### config.mk
export PLATFORM = sky130hd
export DESIGN_NAME = seg7_step_sequencer_flat
export DESIGN_NICKNAME = d
export VERILOG_FILES = /design/src/rtl/seg7_step_sequencer_if.sv /design/src/rtl/seg7_step_sequencer.sv /design/src/flat_wrapper.sv
export SDC_FILE = /design/constraint.sdc
export NUM_CORES = 1
export LEC_CHECK = 0
export CAP_MARGIN = 0
export CORE_MARGIN = 5
export CORE_UTILIZATION = 55
export CTS_CLUSTER_SIZE = 24
export DETAILED_ROUTE_END_ITERATION = 12
export GPL_ROUTABILITY_DRIVEN = 0
export PLACE_DENSITY = 0.73
export SYNTH_ARGS = -nofsm -noshare
export SYNTH_HDL_FRONTEND = slang
export SYNTH_SLANG_ARGS = --single-unit
### constraint.sdc
create_clock -name clk -period 4.8 [get_ports clk]
set_input_delay 0.48 -clock clk [delete_from_list [all_inputs] [get_ports clk]]
set_output_delay 0.48 -clock clk [all_outputs]
set_load 0.02 [all_outputs]
### src/rtl/seg7_step_sequencer_if.sv
// Control and display signals between the step sequencer and its environment.
// The 7-segment decoder consumes counter; buttons and rate controls come from the board.
interface seg7_step_sequencer_if;
    logic       ena;
    logic       run_btn;
    logic       step_btn;
    logic       dir;
    logic [1:0] rate_sel;
    logic [3:0] counter;
    logic       step_pulse;
    logic       running;

    modport master (
        output ena, run_btn, step_btn, dir, rate_sel,
        input  counter, step_pulse, running
    );

    modport slave (
        input  ena, run_btn, step_btn, dir, rate_sel,
        output counter, step_pulse, running
    );
endinterface

### src/rtl/seg7_step_sequencer.sv
// Step-index generator for the 7-segment decoder: debounced run/step buttons drive an
// IDLE/RUN/PAUSE machine that advances a wrapping index at a selectable prescaled rate.
module seg7_step_sequencer #(
    parameter int DIV_BASE   = 1000000,
    parameter int PRESC_W    = 24,
    parameter int DEB_CYCLES = 50000,
    parameter int LAST_STEP  = 7
) (
    input  logic                  clk,
    input  logic                  rst_n,
    seg7_step_sequencer_if.slave  bus
);

    localparam int DEB_W = (DEB_CYCLES > 1) ? $clog2(DEB_CYCLES) : 1;

    typedef enum logic [1:0] {S_IDLE, S_RUN, S_PAUSE} state_t;

    state_t                   state_q, state_d;
    logic [1:0]               sync1_q, sync2_q;
    logic [1:0]               lvl_q, lvl_d;
    logic [1:0]               press_q, press_d;
    logic [1:0][DEB_W-1:0]    cnt_q, cnt_d;
    logic [PRESC_W-1:0]       presc_q, presc_d;
    logic [PRESC_W-1:0]       period_m1;
    logic [3:0]               counter_q, counter_d;
    logic                     step_pulse_q, running_q, running_d;
    logic                     run_p, step_p, tick, advance;
    logic [1:0]               raw;

    // Bit 0 is the run button, bit 1 the step button throughout the button path.
    assign raw    = {bus.step_btn, bus.run_btn};
    assign run_p  = press_q[0];
    assign step_p = press_q[1];

    // A level change is accepted on the DEB_CYCLES-th consecutive mismatching cycle.
    always_comb begin
        lvl_d   = lvl_q;
        press_d = '0;
        cnt_d   = '0;
        for (int b = 0; b < 2; b++) begin
            if (sync2_q[b] != lvl_q[b]) begin
                if (cnt_q[b] == DEB_W'(DEB_CYCLES - 1)) begin
                    lvl_d[b]   = sync2_q[b];
                    press_d[b] = sync2_q[b];
                end else begin
                    cnt_d[b] = cnt_q[b] + 1'b1;
                end
            end
        end
    end

    always_ff @(posedge clk or negedge rst_n) begin
        if (!rst_n) begin
            sync1_q <= '0;
            sync2_q <= '0;
            lvl_q   <= '0;
            cnt_q   <= '0;
            press_q <= '0;
        end else if (bus.ena) begin
            sync1_q <= raw;
            sync2_q <= sync1_q;
            lvl_q   <= lvl_d;
            cnt_q   <= cnt_d;
            press_q <= press_d;
        end else begin
            press_q <= '0;
        end
    end

    always_ff @(posedge clk or negedge rst_n) begin
        if (!rst_n) begin
            state_q <= S_IDLE;
        end else if (bus.ena) begin
            state_q <= state_d;
        end
    end

    // Run press takes priority, so a simultaneous step press is dropped.
    always_comb begin
        state_d = state_q;
        case (state_q)
            S_IDLE: begin
                if (run_p)       state_d = S_RUN;
                else if (step_p) state_d = S_PAUSE;
            end
            S_RUN:   if (run_p) state_d = S_PAUSE;
            S_PAUSE: if (run_p) state_d = S_RUN;
            default: state_d = S_IDLE;
        endcase
    end

    assign period_m1 = (PRESC_W'(DIV_BASE) << bus.rate_sel) - PRESC_W'(1);

    // Prescaler only runs while staying in RUN; any entry/exit restarts it from 0.
    always_comb begin
        tick      = 1'b0;
        presc_d   = '0;
        counter_d = counter_q;
        if (state_q == S_RUN && state_d == S_RUN) begin
            if (presc_q >= period_m1) tick = 1'b1;
            else                      presc_d = presc_q + 1'b1;
        end
        advance = tick | ((state_q != S_RUN) & step_p & ~run_p);
        if (advance) begin
            if (bus.dir)
                counter_d = (counter_q == 4'd0) ? 4'(LAST_STEP) : counter_q - 4'd1;
            else
                counter_d = (counter_q == 4'(LAST_STEP)) ? 4'd0 : counter_q + 4'd1;
        end
        running_d = (state_d == S_RUN);
    end

    always_ff @(posedge clk or negedge rst_n) begin
        if (!rst_n) begin
            presc_q      <= '0;
            counter_q    <= '0;
            running_q    <= 1'b0;
            step_pulse_q <= 1'b0;
        end else if (bus.ena) begin
            presc_q      <= presc_d;
            counter_q    <= counter_d;
            running_q    <= running_d;
            step_pulse_q <= advance;
        end else begin
            step_pulse_q <= 1'b0;
        end
    end

    assign bus.counter    = counter_q;
    assign bus.step_pulse = step_pulse_q;
    assign bus.running    = running_q;

endmodule

### src/flat_wrapper.sv
// flat-port wrapper written by rule: the top's interface ports become plain ports
module seg7_step_sequencer_flat 
#(
    parameter int DIV_BASE   = 1000000,
    parameter int PRESC_W    = 24,
    parameter int DEB_CYCLES = 50000,
    parameter int LAST_STEP  = 7
)
  (clk, rst_n, bus_ena, bus_run_btn, bus_step_btn, bus_dir, bus_rate_sel, bus_counter, bus_step_pulse, bus_running);
  seg7_step_sequencer_if bus_i ();
  input  logic clk;
  input  logic rst_n;
  input wire logic [$bits(bus_i.ena)-1:0] bus_ena;
  input wire logic [$bits(bus_i.run_btn)-1:0] bus_run_btn;
  input wire logic [$bits(bus_i.step_btn)-1:0] bus_step_btn;
  input wire logic [$bits(bus_i.dir)-1:0] bus_dir;
  input wire logic [$bits(bus_i.rate_sel)-1:0] bus_rate_sel;
  output wire logic [$bits(bus_i.counter)-1:0] bus_counter;
  output wire logic [$bits(bus_i.step_pulse)-1:0] bus_step_pulse;
  output wire logic [$bits(bus_i.running)-1:0] bus_running;
  assign bus_i.ena = bus_ena;
  assign bus_i.run_btn = bus_run_btn;
  assign bus_i.step_btn = bus_step_btn;
  assign bus_i.dir = bus_dir;
  assign bus_i.rate_sel = bus_rate_sel;
  assign bus_counter = bus_i.counter;
  assign bus_step_pulse = bus_i.step_pulse;
  assign bus_running = bus_i.running;
  seg7_step_sequencer #(.DIV_BASE(DIV_BASE), .PRESC_W(PRESC_W), .DEB_CYCLES(DEB_CYCLES), .LAST_STEP(LAST_STEP)) u_core (.clk(clk), .rst_n(rst_n), .bus(bus_i));
endmodule
==> results of run 1 <==
==> sequential cells by signal, indices dropped and copies added (netlist names) <==
signal,count
u_core.presc_q,24
u_core.lvl_q,2
u_core.sync1_q,2
u_core.press_q,2
u_core.cnt_q,32
u_core.bus.counter,4
u_core.bus.running,1
u_core.state_q,2
u_core.bus.step_pulse,1
u_core.sync2_q,2
==> synthesized netlist by cell type, drive strengths merged (3+ instances only) <==
| library cell | instances |
|---|---|
| dfrtp | 72 |
| nor2 | 47 |
| nand2 | 40 |
| o21ai | 35 |
| ha | 31 |
| nand3 | 24 |
| inv | 23 |
| a21oi | 20 |
| and3 | 18 |
| xor2 | 13 |
| o2bb2ai | 10 |
| nand4 | 9 |
| buf | 8 |
| nor3 | 8 |
| xnor2 | 8 |
| a22o | 7 |
| mux2 | 7 |
| nand2b | 7 |
| o31ai | 7 |
| clkbuf | 5 |
| mux2i | 5 |
| nor4 | 5 |
| a21o | 4 |
| nand4b | 4 |
| a22oi | 3 |
| a31oi | 3 |
| and2 | 3 |
| nor2b | 3 |
| or2 | 3 |
| or3 | 3 |
| or4 | 3 |
==> how the worst min path moves through the flow <==
stage / from / end / slack, ps / cells past startpoint
after floorplan: rst_n / u_core.bus.counter[0]$_DFFE_PN0P_ / 180 / 0
after global placement: u_core.lvl_q[1]$_DFFE_PN0P_ / u_core.press_q[1]$_DFF_PN0_ / 460 / 1
after detailed placement: u_core.lvl_q[1]$_DFFE_PN0P_ / u_core.press_q[1]$_DFF_PN0_ / 460 / 1
after CTS: rst_n / u_core.bus.counter[1]$_DFFE_PN0P_ / 300 / 1
after global routing: rst_n / u_core.cnt_q[12]$_DFFE_PN0P_ / 340 / 1
final: rst_n / u_core.presc_q[18]$_DFFE_PN0P_ / 250 / 1
==> per-layer routing <==
metal | part of all wire, % | vias to the layer above | GRT usage (%)
li1 | - | 1687 | -
met1 | 49 | 1628 | 27.58
met5 | 0 | - | 0
met2 | 46 | 58 | 29.54
met3 | 4.0 | 9 | 4.105
met4 | 1.1 | 0 | 5.987
==> cells by family (layout without fill, tap and decap cells) <==
| logic type | after synthesis | after routing | share of synthesized area, % |
|---|---|---|---|
| other | 1 | 2 | 0.08672 |
| DFF | 72 | 72 | 41.67 |
| xor gates and xnor gates | 21 | 21 | 4.254 |
| muxes | 12 | 12 | 2.980 |
| buffers and inverters | 37 | 55 | 4.080 |
| and+or+nand+nor | 188 | 188 | 22.74 |
| adders and majority gates | 31 | 31 | 8.970 |
| AOI/OAI and AO/OA | 102 | 102 | 15.22 |
==> worst max-delay path: cells and delay by family <==
kind | cells | cell delay (ps)
AND/OR/NAND/NOR | 3 | 970
buffers and inverters | 2 | 730
AO/OA/AOI/OAI | 4 | 820
adder cells (fa/ha/maj) | 2 | 510
==> final cells by class <==
class,count,area (sq um)
multi-input combinational,356,2350
clock buffer,12,145.1
inverter,24,90.09
clock inverter,4,28.78
fill,678,3002
tap,102,127.6
sequential,72,1802
timing repair buffer,15,142.6
==> per-stage QoR <==
step                util (%)  instances
floorplan                  -        465
global placement       58.69        569
detailed placement     58.69        569
CTS                    60.95        585
global route           60.95        585
finish                 60.95        585
==> power breakdown <==
part           switching (mW)  leakage, nW  internal, mW
registers              0.0154        0.978         0.622
logic                  0.0613         1.03        0.0387
clock network           0.224       0.0830         0.203
==> impl_summary.txt, run 1 <==
----------------------------------------------------
[Clocking]
  Clock transition at the register clock pins on the worst setup and hold paths after CTS ... 70 ps
  # hold bufs at CTS ... 0
  Number of buffers added by the clock tree synthesis step ... 9
  CTS tree ... done
  Cell at the root of the clock tree ... sky130_fd_sc_hd__clkbuf_8
  Buffers inserted during post-CTS setup optimization ... 0
  Maximum clock path buffer count ... 2
  Count of instances resized after the clock tree is built ... 0
  Clock latency of the later-clocked register in the worst-skew pair ... 340 ps
  Clock sink total ... 72
  Maximum level of the CTS H-tree ... 3

[GRT]
  First-pass GRT wire length ... 15590 um
  Largest net degree at the start of global routing ... 73
  Total grt overflow ... 0
  Vias in the first global route ... 3274
  Total track usage ... 19.30%
  Number of antenna violations at the first check in global routing ... 0

[Setup path]
  Most used cell along the critical path ... sky130_fd_sc_hd__ha_1
  Slowest stage delay, CP ... 570 ps
  Critical path fanouts, max ... 12
  Endpoint class of the critical path ... flop
  Crit path launch ... bus_rate_sel[1]
  Worst Reg-to-Reg Cells ... 7
  Worst setup path category ... in2reg
  Timing endpoint of the critical path ... u_core.presc_q[15]$_DFFE_PN0P_
  Kind of start point of the critical path ... primary input
  Critical path data required time ... 5040 ps
  Data arrival time of the worst path ... 3510 ps
  Master of the slowest instance on the critical path ... sky130_fd_sc_hd__clkdlybuf4s50_1
  FF-to-FF Start ... u_core.presc_q[21]$_DFFE_PN0P_
  Setup slack of the most critical reg-to-reg path ... 2240 ps
  Cell chain of the critical path ... clkdlybuf4s50_1 -> inv_1 -> ha_1 -> nor3_1 -> ha_1 -> a21oi_1 -> o211ai_1 -> a221oi_2 -> and4_1 -> nand2_1 -> o31ai_1
  Critical R2R Capture ... u_core.presc_q[15]$_DFFE_PN0P_

[STA]
  Measured slew at the worst slew-check pin ... 899.2 ps
  Hold Vio Cnt, Final ... 0
  Hold WS ... 251.6 ps
  Setup repair after global routing missed its margin ... false
  Sum Neg Setup Slack ... 0 ps
  Min Clock Period, post-route ... 3271 ps
  Fmax achieved ... 305.7 MHz
  Worst Skew ... 11.35 ps
  Number of setup violations in the final report ... 0
  Max Slew Vio Count ... 0
  Portion of the clock cycle consumed by the worst path in the final layout ... 68.15%
  Relative slew margins ... 40.05%
  Worst path setup slack after routing ... 1529 ps

[Placed design]
  Port bufs ... 13
  Post-placement setup slack ... 1213 ps
  Detailed Place HPWL ... 6147 um
  Placed inst area ... 4512 sq um

[Route]
  DRC violations left ... 0
  Starting DRC count in detailed routing ... 187
  Initial DRT Pass Iterations ... 4
  Post-route antenna net violation count ... 0
  Post-DR wirelength/cell ... 15.02 um
  Total wire length after detailed routing ... 8787 um
  Total number of vias ... 3382
  Average vias per placed instance ... 5.781

[Final layout]
  Area growth from synthesis to layout ... 8.362%
  Commonest non-fill, non-tap cell in the layout ... sky130_fd_sc_hd__dfrtp_1
  Antenna diode instance count ... 0
  Top library cells by usage in the layout, fill and taps aside ... sky130_fd_sc_hd__dfrtp_1 (72), sky130_fd_sc_hd__nor2_1 (46), sky130_fd_sc_hd__nand2_1 (40)
  Final-stage net count ... 517
  Final cell area excluding filler cells ... 4686 sq um
  Fraction of final layout cells with drive strength greater than 1 ... 8.075%

[Synthesis]
  Cell area after synthesis ... 4324 sq um
  Leading register cell type out of synthesis ... sky130_fd_sc_hd__dfrtp_1
  Share of synthesized area occupied by flip-flops and latches ... 41.67%
  Share of the synthesized area in the top cell type ... 41.67%
  Area leader, netlist ... sky130_fd_sc_hd__dfrtp_1
  Syn Inst Count ... 464
  Number of unique standard cell types used by synthesis ... 60
  Number of enable flip-flop cells after synthesis ... 0
  Main area contributors after synthesis ... sky130_fd_sc_hd__dfrtp_1 (42%), sky130_fd_sc_hd__ha_1 (9.0%), sky130_fd_sc_hd__o21ai_0 (4.1%)
  Mean post-synth cell area ... 9.319 sq um
  Synth Register Bits ... 72
  Proportion of synthesized flip-flops having asynchronous set or reset ... 100.0%
  Yosys Warn Count ... 0

[Power]
  Static Leak ... 2.093 nW
  Total power ... 1.165 mW
  Max IR drop VDD ... 0.2544 mV
  Power per cell area ... 248.6 nW/um^2

[Floorplan]
  Y dimension of the die ... 98.67 um
  Area of the core region ... 7687 sq um
  Horizontal die dimension ... 98.67 um
  Starting utilization of the core area ... 56.25%
  I/O Pins ... 14
  Die outline area ... 9736 sq um
  Number of rows in the core area ... 32

[Flow run]
  Max-cap violations ... 0

[Worst hold path]
  Hold Path Class ... in2async

[Outcome]
  Status ... complete, no violations

----------------------------------------------------
No activity file was read; power rests on OpenSTA's default activity.
==> inputs of run 2 (changes only) <==
Settings changed: PLACE_DENSITY 0.73 to 0.75.
Clock period 4.8 ns to 2.7 ns, I/O delays scaled along.
==> run 2 against run 1 <==
  * Worst setup slack got worse by 1300 ps
  * Register-to-register slack got worse by 1900 ps
  * Sequential share of layout area down 1.7 points
  * Power grew 86%
  * Critical path type unchanged
==> impl_summary.txt, run 2 (synthesized netlist as in run 1, its figures left out) <==
----------------------------------------------------
[Clocking]
  Number of buffers added by the clock tree synthesis step ... 9 (unchanged)
  Maximum level of the CTS H-tree ... 3 (unchanged)
  CTS tree ... done
  Cell at the root of the clock tree ... sky130_fd_sc_hd__clkbuf_8
  Clock sink total ... 72 (unchanged)
  Clock transition at the register clock pins on the worst setup and hold paths after CTS ... 70 ps (about the same)
  Maximum clock path buffer count ... 2 (unchanged)
  Clock latency of the later-clocked register in the worst-skew pair ... 350 ps (about the same)
  # hold bufs at CTS ... 0 (unchanged)

[Worst hold path]
  Hold Path Class ... in2async

[GRT]
  First-pass GRT wire length ... 15890 um (+1.9%)
  Total grt overflow ... 0 (unchanged)
  Number of antenna violations at the first check in global routing ... 0 (unchanged)
  Vias in the first global route ... 3389 (+3.5%)
  Largest net degree at the start of global routing ... 73 (unchanged)
  Total track usage ... 19.92% (+0.62 points)

[Setup path]
  Critical path fanouts, max ... 5 (-7)
  FF-to-FF Start ... u_core.presc_q[15]$_DFFE_PN0P_
  Endpoint class of the critical path ... flop
  Worst path depth ... 14 (+3)
  Worst Reg-to-Reg Cells ... 9 (+2)
  Data arrival time of the worst path ... 2800 ps (-710 ps)
  Worst setup path category ... in2reg
  Cell chain of the critical path ... dlygate4sd2_1 -> inv_1 -> ha_1 -> nand3_1 -> nor3_1 -> ha_1 -> a21oi_1 -> o211ai_1 -> a221oi_2 -> nand4_2 -> buf_4 -> buf_4 -> o21ai_0 -> a22o_1
  Master of the slowest instance on the critical path ... sky130_fd_sc_hd__dlygate4sd2_1
  Kind of start point of the critical path ... primary input
  Slowest stage delay, CP ... 290 ps (-280 ps)
  Critical R2R Capture ... u_core.presc_q[12]$_DFFE_PN0P_
  Crit path launch ... bus_rate_sel[1]
  Setup slack of the most critical reg-to-reg path ... 390 ps (-1850 ps)
  Timing endpoint of the critical path ... u_core.presc_q[12]$_DFFE_PN0P_
  WP buf/inv ... 4 (+2)
  Critical path data required time ... 2980 ps (-2060 ps)
  Kind of cell adding the most delay to the critical path ... compound AO/OA/AOI/OAI gates

[Power]
  Total power ... 2.165 mW (+86%)
  Max IR drop VDD ... 0.2468 mV (-3.0%)
  Power per cell area ... 441.9 nW/um^2 (+78%)
  Static Leak ... 2.233 nW (+6.7%)

[Route]
  Post-route antenna net violation count ... 0 (unchanged)
  Starting DRC count in detailed routing ... 144 (-23%)
  Post-DR wirelength/cell ... 14.55 um (-3.2%)
  DRC violations left ... 0 (unchanged)
  Initial DRT Pass Iterations ... 5 (+1)
  Average vias per placed instance ... 5.750 (-0.55%)
  Total number of vias ... 3490 (+3.2%)
  Total wire length after detailed routing ... 8829 um (+0.48%)

[Placed design]
  Port bufs ... 13 (unchanged)
  Placed inst area ... 4682 sq um (+3.8%)
  Post-placement setup slack ... -375.5 ps (-1588 ps)
  Detailed Place HPWL ... 6190 um (+0.69%)
  Placed insts ... 590 (+3.7%)

[Final layout]
  Number of flip-flops in the largest register ... 32 (unchanged)
  Fraction of final layout cells with drive strength greater than 1 ... 12.87% (+4.8 points)
  Core utilization of the finished layout ... 63.72% (+2.8 points)
  Commonest non-fill, non-tap cell in the layout ... sky130_fd_sc_hd__dfrtp_1
  Final-stage net count ... 539 (+4.3%)
  Final cell area excluding filler cells ... 4898 sq um (+4.5%)
  Reg with most FFs ... u_core.cnt_q
  Filler cell count ... 657 (-3.1%)
  Final instance count without filler cells ... 607 (+3.8%)
  Area growth from synthesis to layout ... 13.28%
  Antenna diode instance count ... 0 (unchanged)
  Top library cells by usage in the layout, fill and taps aside ... sky130_fd_sc_hd__dfrtp_1 (72), sky130_fd_sc_hd__nor2_1 (46), sky130_fd_sc_hd__nand2_1 (39)

[STA]
  Hold Vio Cnt, Final ... 0 (unchanged)
  Setup repair after global routing missed its margin ... false
  Number of setup violations in the final report ... 0 (unchanged)
  Fmax achieved ... 397.3 MHz
  Worst Skew ... 9.592 ps (-1.753 ps)
  Relative slew margins ... 39.89% (-0.16 points)
  Min Clock Period, post-route ... 2517 ps
  Hold WS ... 38.87 ps (-212.7 ps)
  Measured slew at the worst slew-check pin ... 901.6 ps (+2.407 ps)
  Max Slew Vio Count ... 0 (unchanged)
  Worst path setup slack after routing ... 182.8 ps (-1346 ps)
  Portion of the clock cycle consumed by the worst path in the final layout ... 93.23%
  Sum Neg Setup Slack ... 0 ps (unchanged)

[Floorplan]
  I/O Pins ... 14 (unchanged)
  Number of rows in the core area ... 32 (unchanged)
  Y dimension of the die ... 98.67 um (unchanged)
  Horizontal die dimension ... 98.67 um (unchanged)
  Area of the core region ... 7687 sq um (unchanged)
  Die outline area ... 9736 sq um (unchanged)
  Starting utilization of the core area ... 56.25% (unchanged)

[Flow run]
  Max-cap violations ... 0 (unchanged)

[Outcome]
  Status ... complete, no violations

----------------------------------------------------
==> run 2: cell count changes in the layout (fill, tap and decap cells not counted), sizes merged <==
cell,change
buf,+22
bufinv,+1
clkbuf,-2
clkdlybuf4s50,-2
clkinv,+1
dlygate4sd2,+1
dlymetal6s2s,+1
==> run 2: layout make-up <==
type	count	area, sq um	share of cell area [%]
Clock buffer	10	127.6	2.605
Clock inverter	6	67.56	1.379
Inverter	24	90.09	1.839
Multi-Input combinational cell	356	2362	48.22
Sequential cell	72	1802	36.78
Tap cell	102	127.6	2.605
Timing Repair Buffer	37	321.6	6.564
==> run 2: worst min path at each step <==
stage | start | to | slack [ps]
floorplan | rst_n | u_core.bus.counter[0]$_DFFE_PN0P_ | -30
global placement | rst_n | u_core.presc_q[14]$_DFFE_PN0P_ | 460
detailed placement | rst_n | u_core.presc_q[14]$_DFFE_PN0P_ | 460
CTS | rst_n | u_core.presc_q[14]$_DFFE_PN0P_ | 80
global route | rst_n | u_core.presc_q[14]$_DFFE_PN0P_ | 110
finish | rst_n | u_core.presc_q[15]$_DFFE_PN0P_ | 40
==> run 2: power by group <==
part | leakage (nW) | internal (mW) | switching (mW)
sequential | 0.978 | 1.11 | 0.0271
clock | 0.0929 | 0.430 | 0.410
combinational | 1.16 | 0.0773 | 0.114
==> run 2: per-layer routing <==
layer | vias to the layer above | routed length, um | GRT usage [%]
li1 | 1730 | - | -
met1 | 1694 | 4338 | 27.51
met2 | 60 | 4050 | 30.94
met3 | 6 | 366 | 3.609
met4 | 0 | 73 | 8.403
met5 | - | 0 | 0
==> run 2: worst reg2reg max path, cell delays in order, from the launching register on <==
cell and delay [ps]:
sky130_fd_sc_hd__dfrtp_1 430, sky130_fd_sc_hd__ha_1 350, sky130_fd_sc_hd__a21oi_1 140, sky130_fd_sc_hd__o21ai_0 140, sky130_fd_sc_hd__a221oi_2 380, sky130_fd_sc_hd__nand4_2 180
sky130_fd_sc_hd__buf_4 180, sky130_fd_sc_hd__buf_4 140, sky130_fd_sc_hd__o21ai_0 170, sky130_fd_sc_hd__a22o_1 160
==> run 2: repair_timing <==
action	in CTS	in global routing
setup buffers	0	1
resized for setup	2	4
pin swaps	1	0
setup endpoints to repair	5	28
==> patch 1 (config.mk and constraints of run 1) <==
The 3 states of `state_t` get a one-hot encoding in 3 bits.
--- a/src/rtl/seg7_step_sequencer.sv
+++ b/src/rtl/seg7_step_sequencer.sv
@@ -15,3 +15,3 @@
 
-    typedef enum logic [1:0] {S_IDLE, S_RUN, S_PAUSE} state_t;
+    typedef enum logic [2:0] {S_IDLE = 3'b001, S_RUN = 3'b010, S_PAUSE = 3'b100} state_t;
 
Behaviour: same outputs for any inputs over 10 cycles, from zero or initial values and one cycle with rst_n low; not proved beyond that.
==> patch 1 against run 1 <==
Sequential power grew 3%; clock power grew 22%; area after synthesis increased by 7.2%; wire length rose by 6.2%; worst hold slack better by 0.014 ns; sequential cell count is 1 higher; power is 12% higher; highest routed layer unchanged; combinational power rose by 28%; design area up 7.0%; non-clock buffer count up 1; worst setup slack better by 0.16 ns; global-route usage rose by 0.18 points; core utilization about the same.
==> patch 1: results <==
{
  "status": "completed",
  "synth_commonest_cells": "dfrtp_1 (72), nand2_1 (51), o21ai_0 (35)",
  "cts_buffer_depth": 2,
  "grt_max_degree": 74,
  "slowest_stage": "or4_4",
  "skew_ns": 0.00938,
  "grt_pass1_wl_um": 16400,
  "max_stage_delay_ns": 0.70,
  "totalWireLength_um": 9330,
  "slew_headroom_pct": 36.0,
  "r2r_cells": 5,
  "cellLeakagePower_nw": 2.08,
  "drt_first_pass_iters": 5,
  "synthTopCellsByArea": "dfrtp_1 (39%), ha_1 (8.4%), nand2_1 (4.1%), o21ai_0 (3.8%), o2bb2ai_2 (3.2%)",
  "grt_util_all_layers_pct": 19.5,
  "root_buffer": "clkbuf_8",
  "numPortBuffers": 13,
  "detailed_place_hpwl_um": 6420,
  "ys_seq_area_share_pct": 39.4,
  "drive_gt1_share_pct": 12.6,
  "insertion_delay_ns": 0.34,
  "ir_drop_mv": 0.187,
  "preCtsSetupSlack_ns": 1.36,
  "first_global_vias": 3537,
  "post_synth_num_cell_types": 61,
  "worstPathMaxFanout": 24,
  "drtIter0Drc": 184,
  "arrival_ns": 3.36,
  "dr_total_vias": 3606,
  "nFillCells": 682,
  "nets": 534
}
patch 1: changes by cell type after synthesis, sizes merged, moves of 6 or more:
cell and delta:
nor2 -16, nor3 +15, nand2 +11, nand4 +10, mux2i +9, o2bb2ai +7
a21oi +6, a22o -6, inv -6, nand3 -6, nor4 +6
patch 1: worst paths after layout:
kind                       slack (ns)               endpoint             start
setup reg to reg                 2.00       u_core.cnt_q[24]  u_core.cnt_q[20]
setup / recovery                 1.69      u_core.presc_q[1]   bus_rate_sel[0]
min in group clk                 0.50      u_core.press_q[0]   u_core.lvl_q[0]
hold / removal                   0.27  u_core.bus.counter[0]             rst_n
hold reg to reg                  0.50      u_core.press_q[0]   u_core.lvl_q[0]
max in group asynchronous        3.93        u_core.cnt_q[9]             rst_n
patch 1: where the power goes:
group          total (mW)  internal (mW)  switching [mW]  leakage [nW]
clock               0.520          0.290           0.230         0.106
sequential          0.656          0.634          0.0219         0.986
combinational       0.128         0.0487          0.0798         0.991
total                1.30          0.973           0.331          2.08
patch 1: metal layers:
metal	GRT usage [%]	vias up	part of all wire (%)
met2	31.4	62	47
met4	7.06	0	0.89
met1	26.9	1745	48
met5	0	-	0
li1	-	1791	-
met3	2.80	8	3.4
patch 1: layout make-up:
class / count / area share, %
inverters: 17 / 1.27
well taps: 105 / 2.62
multi-input cells: 378 / 52.5
clock buffers: 10 / 2.55
clock inverters: 6 / 1.65
flip-flops and latches: 73 / 36.5
repair buffers: 16 / 2.90
patch 1: metrics by stage:
step | power [mW] | hold WS, ns | cell area, µm² | std cells
after global routing | 1.37 | 0.343 | 5010 | 605
final | 1.30 | 0.266 | 5010 | 605
after floorplan | 0.751 | 0.184 | 4640 | 487
after detailed placement | 0.797 | 0.479 | 4800 | 589
after CTS | 1.32 | 0.304 | 5010 | 605
after global placement | 0.792 | 0.465 | 4800 | 589
patch 1: cells by family after synthesis:
kind of cell	count (synthesis)	synth area share, %
simple gates	195	22.2
compound gates	104	16.5
flops	73	39.4
buf+inv	36	3.86
fa+ha+maj	31	8.36
mux	24	5.45
xor+xnor	22	4.16
other cells	1	0.0809
==> patch 2 (config.mk and constraints of run 1) <==
Made on the original files. `DEB_CYCLES` is set to 50000 in 2 places; all go to 100000.
--- a/src/rtl/seg7_step_sequencer.sv
+++ b/src/rtl/seg7_step_sequencer.sv
@@ -5,3 +5,3 @@
     parameter int PRESC_W    = 24,
-    parameter int DEB_CYCLES = 50000,
+    parameter int DEB_CYCLES = 100000,
     parameter int LAST_STEP  = 7
--- a/src/flat_wrapper.sv
+++ b/src/flat_wrapper.sv
@@ -5,3 +5,3 @@
     parameter int PRESC_W    = 24,
-    parameter int DEB_CYCLES = 50000,
+    parameter int DEB_CYCLES = 100000,
     parameter int LAST_STEP  = 7
Formal check against the unedited RTL: no difference found for any inputs over 10 cycles, from zero or initial values and one cycle with rst_n low; that may be too few to reach the edited logic, so the function may still have changed.
==> patch 2 against run 1 <==
Sequential share of layout area down 0.41 points; power up 11%; register-to-register slack better by 0.06 ns; worst setup slack gained 0.12 ns; area after synthesis rose by 2.8%; wire length increased by 0.96%; count of clock-buffer cells in the layout down 1; sequential cell count up 2; design area rose by 3.9%; critical path depth stayed put; largest cell class unchanged.
==> patch 2: results <==
{
  "synth_commonest_cells": "dfrtp_1 (74), nor2_1 (50), nand2_1 (41)",
  "wire_per_inst_um": 15.1,
  "period_minus_slack_ns": 3.15,
  "nets": 519,
  "wl_met1_um": 4260,
  "fin_hold_ws_ns": 0.250,
  "vias_per_cell": 5.98,
  "r2r_start": "u_core.presc_q[15]",
  "grt_pass1_wl_um": 16100,
  "drtIter0Drc": 261,
  "placed_cells": 571,
  "power_density_nw_per_um2": 266,
  "drive_gt1_share_pct": 8.45,
  "final-hold-violation-count": 0,
  "worstPathMaxFanout": 26,
  "dr_wl_met3_um": 427,
  "first_global_vias": 3356,
  "grt_max_degree": 75,
  "r2r-end": "u_core.presc_q[5]",
  "status": "completed",
  "max_stage_delay_ns": 0.49,
  "cellLeakagePower_nw": 2.17,
  "grt_util_all_layers_pct": 19.6,
  "r2r_slack_ns": 2.30,
  "detailed_place_hpwl_um": 6130,
  "dr_wl_met2_um": 4090,
  "nFillCells": 635,
  "arrival_ns": 3.44,
  "power.net_switching_uw": 314,
  "comb_cell_power_uw": 107,
  "placed_cell_area_um2": 4650,
  "use_met2_pct": 29.8,
  "synthTopCellsByArea": "dfrtp_1 (42%), ha_1 (8.7%), nor2_1 (4.2%), nand2_1 (3.5%), o21ai_0 (3.3%)",
  "avgSynthCellArea_um2": 9.56,
  "crit_family": "compound AO/OA/AOI/OAI gates",
  "dr_total_vias": 3509,
  "grtUsageMet3_pct": 3.89,
  "largest_reg_flops": 34,
  "use_met1_pct": 28.3,
  "ir_drop_mv": 0.202
}
## patch 2: changes by cell type after synthesis, moves of 5 or more
cell       change
a211o_1        +6
a21oi_1        -7
and3_1         -6
inv_1          -5
nand2b_1       -6
nand4_1        +6
nor3_1        +10
o21ai_0        -6
o21ai_1       +10
o2bb2ai_1      -7
## patch 2: final cells by class
type	count	area, µm²	area share [%]
inverters	18	67.6	1.39
repair buffers	14	135	2.78
well taps	102	128	2.62
flip-flops and latches	74	1850	38.0
multi-input cells	363	2470	50.7
clock buffers	11	141	2.90
clock inverters	5	77.6	1.59
## patch 2: kinds of logic after synthesis
family	Yosys count	share of synthesized area, %
multiplexers	7	1.75
buffers and inverters	29	2.93
AND/OR/NAND/NOR	201	25.1
XOR/XNOR	25	4.93
adder cells (fa/ha/maj)	31	8.73
AO/OA/AOI/OAI	97	14.9
flip-flops	74	41.7
other	1	0.0844
